[src/rtl/traffic_intersection_ctrl.sv]
// Two-approach (NS/EW) intersection controller with all-red clearance, latched
// pedestrian requests that truncate the conflicting green, and flashing-red mode.
module traffic_intersection_ctrl #(
    parameter int GREEN_CYCLES  = 20,
    parameter int YELLOW_CYCLES = 7,
    parameter int ALLRED_CYCLES = 2,
    parameter int MIN_REMAIN    = 5,
    parameter int FLASH_HALF    = 4,
    parameter int TIMER_W       = 8
) (
    input  logic clk,
    input  logic reset_n,
    input  logic enable,
    input  logic ped_req_ns,
    input  logic ped_req_ew,
    input  logic flash,
    output logic red_ns,
    output logic yellow_ns,
    output logic green_ns,
    output logic red_ew,
    output logic yellow_ew,
    output logic green_ew,
    output logic walk_ns,
    output logic walk_ew,
    output logic flash_active
);

    localparam logic [TIMER_W-1:0] GREEN_LD  = TIMER_W'(GREEN_CYCLES - 1);
    localparam logic [TIMER_W-1:0] YELLOW_LD = TIMER_W'(YELLOW_CYCLES - 1);
    localparam logic [TIMER_W-1:0] ALLRED_LD = TIMER_W'(ALLRED_CYCLES - 1);
    localparam logic [TIMER_W-1:0] MIN_LD    = TIMER_W'(MIN_REMAIN - 1);
    localparam logic [TIMER_W-1:0] FLASH_LD  = TIMER_W'(FLASH_HALF - 1);

    typedef enum logic [2:0] {
        ALLRED_A,
        NS_GREEN,
        NS_YELLOW,
        ALLRED_B,
        EW_GREEN,
        EW_YELLOW,
        FLASH
    } state_t;

    state_t               state, state_nxt;
    logic [TIMER_W-1:0]   timer, timer_nxt;
    logic                 flash_on, flash_on_nxt;
    logic                 ped_lat_ns, ped_lat_ns_nxt;
    logic                 ped_lat_ew, ped_lat_ew_nxt;
    logic                 walk_ns_nxt, walk_ew_nxt;
    logic                 truncate;

    always_ff @(posedge clk or negedge reset_n) begin
        if (!reset_n) begin
            state      <= ALLRED_A;
            timer      <= ALLRED_LD;
            flash_on   <= 1'b0;
            ped_lat_ns <= 1'b0;
            ped_lat_ew <= 1'b0;
            walk_ns    <= 1'b0;
            walk_ew    <= 1'b0;
        end else begin
            state      <= state_nxt;
            timer      <= timer_nxt;
            flash_on   <= flash_on_nxt;
            ped_lat_ns <= ped_lat_ns_nxt;
            ped_lat_ew <= ped_lat_ew_nxt;
            walk_ns    <= walk_ns_nxt;
            walk_ew    <= walk_ew_nxt;
        end
    end

    // A pending crossing request cuts the running conflicting green short, never lengthens it.
    assign truncate = ((state == NS_GREEN) && ped_lat_ew && (timer > MIN_LD)) ||
                      ((state == EW_GREEN) && ped_lat_ns && (timer > MIN_LD));

    always_comb begin
        state_nxt      = state;
        timer_nxt      = timer;
        flash_on_nxt   = flash_on;
        ped_lat_ns_nxt = ped_lat_ns | ped_req_ns;
        ped_lat_ew_nxt = ped_lat_ew | ped_req_ew;
        walk_ns_nxt    = walk_ns;
        walk_ew_nxt    = walk_ew;

        if (enable) begin
            if (timer == '0) begin
                case (state)
                    ALLRED_A: begin
                        state_nxt = flash ? FLASH : NS_GREEN;
                        timer_nxt = flash ? FLASH_LD : GREEN_LD;
                    end
                    NS_GREEN: begin
                        state_nxt = NS_YELLOW;
                        timer_nxt = YELLOW_LD;
                    end
                    NS_YELLOW: begin
                        state_nxt = ALLRED_B;
                        timer_nxt = ALLRED_LD;
                    end
                    ALLRED_B: begin
                        state_nxt = flash ? FLASH : EW_GREEN;
                        timer_nxt = flash ? FLASH_LD : GREEN_LD;
                    end
                    EW_GREEN: begin
                        state_nxt = EW_YELLOW;
                        timer_nxt = YELLOW_LD;
                    end
                    EW_YELLOW: begin
                        state_nxt = ALLRED_A;
                        timer_nxt = ALLRED_LD;
                    end
                    FLASH: begin
                        // Leave only after a completed dark half so the reds never get clipped.
                        if (!flash_on && !flash) begin
                            state_nxt = ALLRED_A;
                            timer_nxt = ALLRED_LD;
                        end else begin
                            flash_on_nxt = ~flash_on;
                            timer_nxt    = FLASH_LD;
                        end
                    end
                    default: begin
                        state_nxt = ALLRED_A;
                        timer_nxt = ALLRED_LD;
                    end
                endcase
            end else if (truncate) begin
                timer_nxt = MIN_LD;
            end else begin
                timer_nxt = timer - 1'b1;
            end
        end

        if (state_nxt == FLASH && state != FLASH) begin
            flash_on_nxt = 1'b1;
        end

        if (state_nxt == NS_GREEN && state != NS_GREEN) begin
            walk_ns_nxt    = ped_lat_ns | ped_req_ns;
            ped_lat_ns_nxt = 1'b0;
        end else if (state == NS_GREEN && state_nxt != NS_GREEN) begin
            walk_ns_nxt = 1'b0;
        end

        if (state_nxt == EW_GREEN && state != EW_GREEN) begin
            walk_ew_nxt    = ped_lat_ew | ped_req_ew;
            ped_lat_ew_nxt = 1'b0;
        end else if (state == EW_GREEN && state_nxt != EW_GREEN) begin
            walk_ew_nxt = 1'b0;
        end
    end

    always_comb begin
        red_ns       = 1'b0;
        yellow_ns    = 1'b0;
        green_ns     = 1'b0;
        red_ew       = 1'b0;
        yellow_ew    = 1'b0;
        green_ew     = 1'b0;
        flash_active = 1'b0;
        case (state)
            NS_GREEN: begin
                green_ns = 1'b1;
                red_ew   = 1'b1;
            end
            NS_YELLOW: begin
                yellow_ns = 1'b1;
                red_ew    = 1'b1;
            end
            EW_GREEN: begin
                green_ew = 1'b1;
                red_ns   = 1'b1;
            end
            EW_YELLOW: begin
                yellow_ew = 1'b1;
                red_ns    = 1'b1;
            end
            FLASH: begin
                red_ns       = flash_on;
                red_ew       = flash_on;
                flash_active = 1'b1;
            end
            default: begin
                red_ns = 1'b1;
                red_ew = 1'b1;
            end
        endcase
    end

endmodule

[config.mk]
export PLATFORM = sky130hd
export DESIGN_NAME = traffic_intersection_ctrl
export DESIGN_NICKNAME = d
export VERILOG_FILES = /design/src/rtl/traffic_intersection_ctrl.sv
export SDC_FILE = /design/constraint.sdc
export NUM_CORES = 1
export LEC_CHECK = 0
export CAP_MARGIN = 10
export CORE_MARGIN = 3
export CORE_UTILIZATION = 50
export DETAILED_ROUTE_END_ITERATION = 8
export GPL_ROUTABILITY_DRIVEN = 1
export GPL_TIMING_DRIVEN = 0
export PLACE_DENSITY = 0.8
export SYNTH_ARGS = -nofsm -noshare
export SYNTH_HDL_FRONTEND = slang
export SYNTH_SLANG_ARGS = --single-unit
[constraint.sdc]
create_clock -name clk -period 2.5 [get_ports clk]
set_input_delay 0.75 -clock clk [delete_from_list [all_inputs] [get_ports clk]]
set_output_delay 0.75 -clock clk [all_outputs]
set_load 0.02 [all_outputs]
==> impl_metrics.yaml <==
run_status:
  status: "finished clean"
pwr:
  p_leak_uw: 0.000533
  ir_drop_uv: 650
  finalPower_uw: 1520
  power_density_nw_per_um2: 1190
synth:
  synth.distinct_cells: 37
  ys_ff_latch: 16
  synth_area_sq_um: 1080
  syn_inst: 135
  yosys-top-cells-area: "dfrtp_1 (35%), o21ai_0 (6.5%), nor2_1 (5.9%)"
  yosys_warnings: 0
  synth_nets: 145
  synth_top_area_share_pct: 34.7
  avgSynthCellArea_sq_um: 8.01
  yosysSeqAreaShare_pct: 37.2
  yosysTopAreaCell: "dfrtp_1"
clocking:
  cts.htree.levels: 1
  cts_sinks: 16
  cts_hold_buffers: 0
  cts_root_buf: "clkbuf_4"
  clock_latency_ns: 0.29
  cts_buffers: 3
  cts.clk_slew.worst_paths_ns: 0.10
  cts_tree: "built"
  clockBufferDepth: 2
finish:
  diodes: 0
  seq_area_sq_um: 403
  multi_input_area_sq_um: 634
  drive_gt1_share_pct: 11.3
  area_growth_pct: 17.6
  nets: 161
  n_fill_cell: 183
die:
  io_pins: 15
  rows: 16
  dieWidth_microns: 52.5
  die_area_sq_um: 2760
  die_h_microns: 52.5
  start_util_pct: 54.0
  core_area_sq_um: 2000
hold_path:
  whs_path_depth: 2
  min_from: "walk_ew"
  hp-class: "reg -> reg"
placed_design:
  dpl.hpwl_microns: 1760
  io_buffers: 12
  routabilityCongestion: 0.856
global_route:
  grtUsageTotal_pct: 20.6
  overflow: 0
  grt_max_degree: 17
  grt_first_pass_wirelength_microns: 4230
  grt_pass1_vias: 949
  antenna_found_initial: 0
drt:
  avgRoutedWirePerCell_microns: 13.4
  drt-total-wl_microns: 2380
  ant_nets: 0
  drt-pass1-iter-count: 4
  drc: 0
  vias_per_cell: 5.76
  drtIter0Drc: 29
  vias: 1020
worst_setup_path:
  path_class: "reg -> out"
  rr_worst_depth: 7
  end_kind: "output port"
  critPathArrivalTime_ns: 1.64
  required_ns: 1.75
  crit_fanout: 10
  setup.worst_path.start: "state[1]"
  critPathLaunchType: "flop"
  r2r_start: "timer[5]"
run:
  drv_cap: 0
sta:
  clock_skew_ns: 0.0103
  tightest_slew_ns: 0.715
  rsz0062_at_grt: "false"
  min_period_ns: 2.39
  clock.fmax_mhz: 418
  setup_viol: 0
  finalCritPeriodShare_pct: 95.7
  maxSlewViolCount: 0
  whs_ns: 0.490
  final-hold-violation-count: 0
  slew_headroom_pct: 52.2
[Yosys cell counts]
library cell	n
nor3b_1	2
or3_1	2
o311a_1	1
and3_1	1
nor4bb_1	1
nand3_1	2
o21ai_2	1
a41oi_1	1
a21oi_1	9
nor4b_1	1
nor4_1	1
nand2_1	12
a31oi_1	4
xnor2_1	2
o22ai_1	1
dfrtp_1	15
o21a_1	1
and2_1	2
ha_1	4
nand2b_1	3
nor2_1	17
o41ai_1	1
clkbuf_1	8
a2bb2oi_1	1
o22a_1	1
nand3b_1	3
dfstp_2	1
inv_1	6
a21o_1	2
or2_2	2
and3b_1	1
a22oi_1	1
nor4_4	1
nor3_1	6
nor2b_1	2
nand4_1	2
o21ai_0	14
[repair_timing]
action,in CTS,in global routing
endpoints found under the setup margin,7,1
resized for setup,15,4
setup buffers,0,0
[layout make-up]
class	instances	share of cell area (%)
plain buffers	7	2.66
clock buffers	4	2.85
inverters	6	1.77
multi-input cells	105	49.9
flip-flops and latches	16	31.7
well taps	27	2.66
repair buffers	12	8.46
[registers in the layout, summed over array words and instances, names as in the netlist]
register,flops
timer,8
state,3
flash_on,1
ped_lat_ew,1
ped_lat_ns,1
walk_ew,1
walk_ns,1
[power by group]
group	internal, uW	switching [uW]
clock	88.7	82.6
combinational	365	480
sequential	371	130
[worst paths after layout]
path                                      to  slack (ns)
worst max register to register       walk_ew        0.31
max in group asynchronous           state[0]        1.13
worst min-delay path                 walk_ew        0.49
worst min register to register       walk_ew        0.49
worst max-delay path            flash_active        0.11
min in group asynchronous           timer[3]        0.88
[cells in the final DEF, fill, tap and decap left out, drive strengths merged, types with 3 or more instances in the layout]
cell,n
a21oi,9
a31oi,4
clkbuf,11
clkdlybuf4s50,5
dfrtp,15
dlygate4sd2,6
ha,4
inv,6
nand2,12
nand2b,3
nand3b,3
nor2,17
nor3,6
o21ai,15
[per-stage QoR]
| step | utilization (%) | worst slack (ns) | area (sq um) | TNS, ns | cells |
|---|---|---|---|---|---|
| 2_1_floorplan | - | 0.329 | 1080 | 0 | 135 |
| 3_3_place_gp | 61.7 | -0.0628 | 1230 | -0.0978 | 174 |
| 3_5_place_dp | 61.7 | -0.139 | 1230 | -0.264 | 174 |
| 4_1_cts | 63.7 | 0.0711 | 1270 | 0 | 177 |
| 5_1_grt | 63.5 | 0.0120 | 1270 | 0 | 177 |
| 6_report | 63.5 | 0.107 | 1270 | 0 | 177 |
[routing by layer]
layer	wire (microns)	up-vias	part of all wire, %	GRT usage (%)
met2	1130	21	48	33.1
met4	10	0	0.42	3.83
met1	1130	485	47	27.5
li1	-	512	-	-
met5	0	-	0	0
met3	105	2	4.4	6.27
[critical path, cell delays in order (launching register included)]
cell           delay, ns
dfrtp_1             0.42
clkbuf_4            0.22
nor2b_2             0.23
and2_1              0.14
dlygate4sd2_1       0.33
[cell families (layout without fill, tap and decap cells)]
kind of cell             count (synthesis)  count (layout)  synth area share [%]
adder cells (fa/ha/maj)                  4               4                  4.63
AO/OA/AOI/OAI                           38              38                  21.3
AND/OR/NAND/NOR                         61              61                  30.4
flip-flops                              16              16                  37.2
XOR/XNOR                                 2               2                  1.62
buffers and inverters                   14              29                  4.86
No activity file was read; power rests on OpenSTA's default activity.
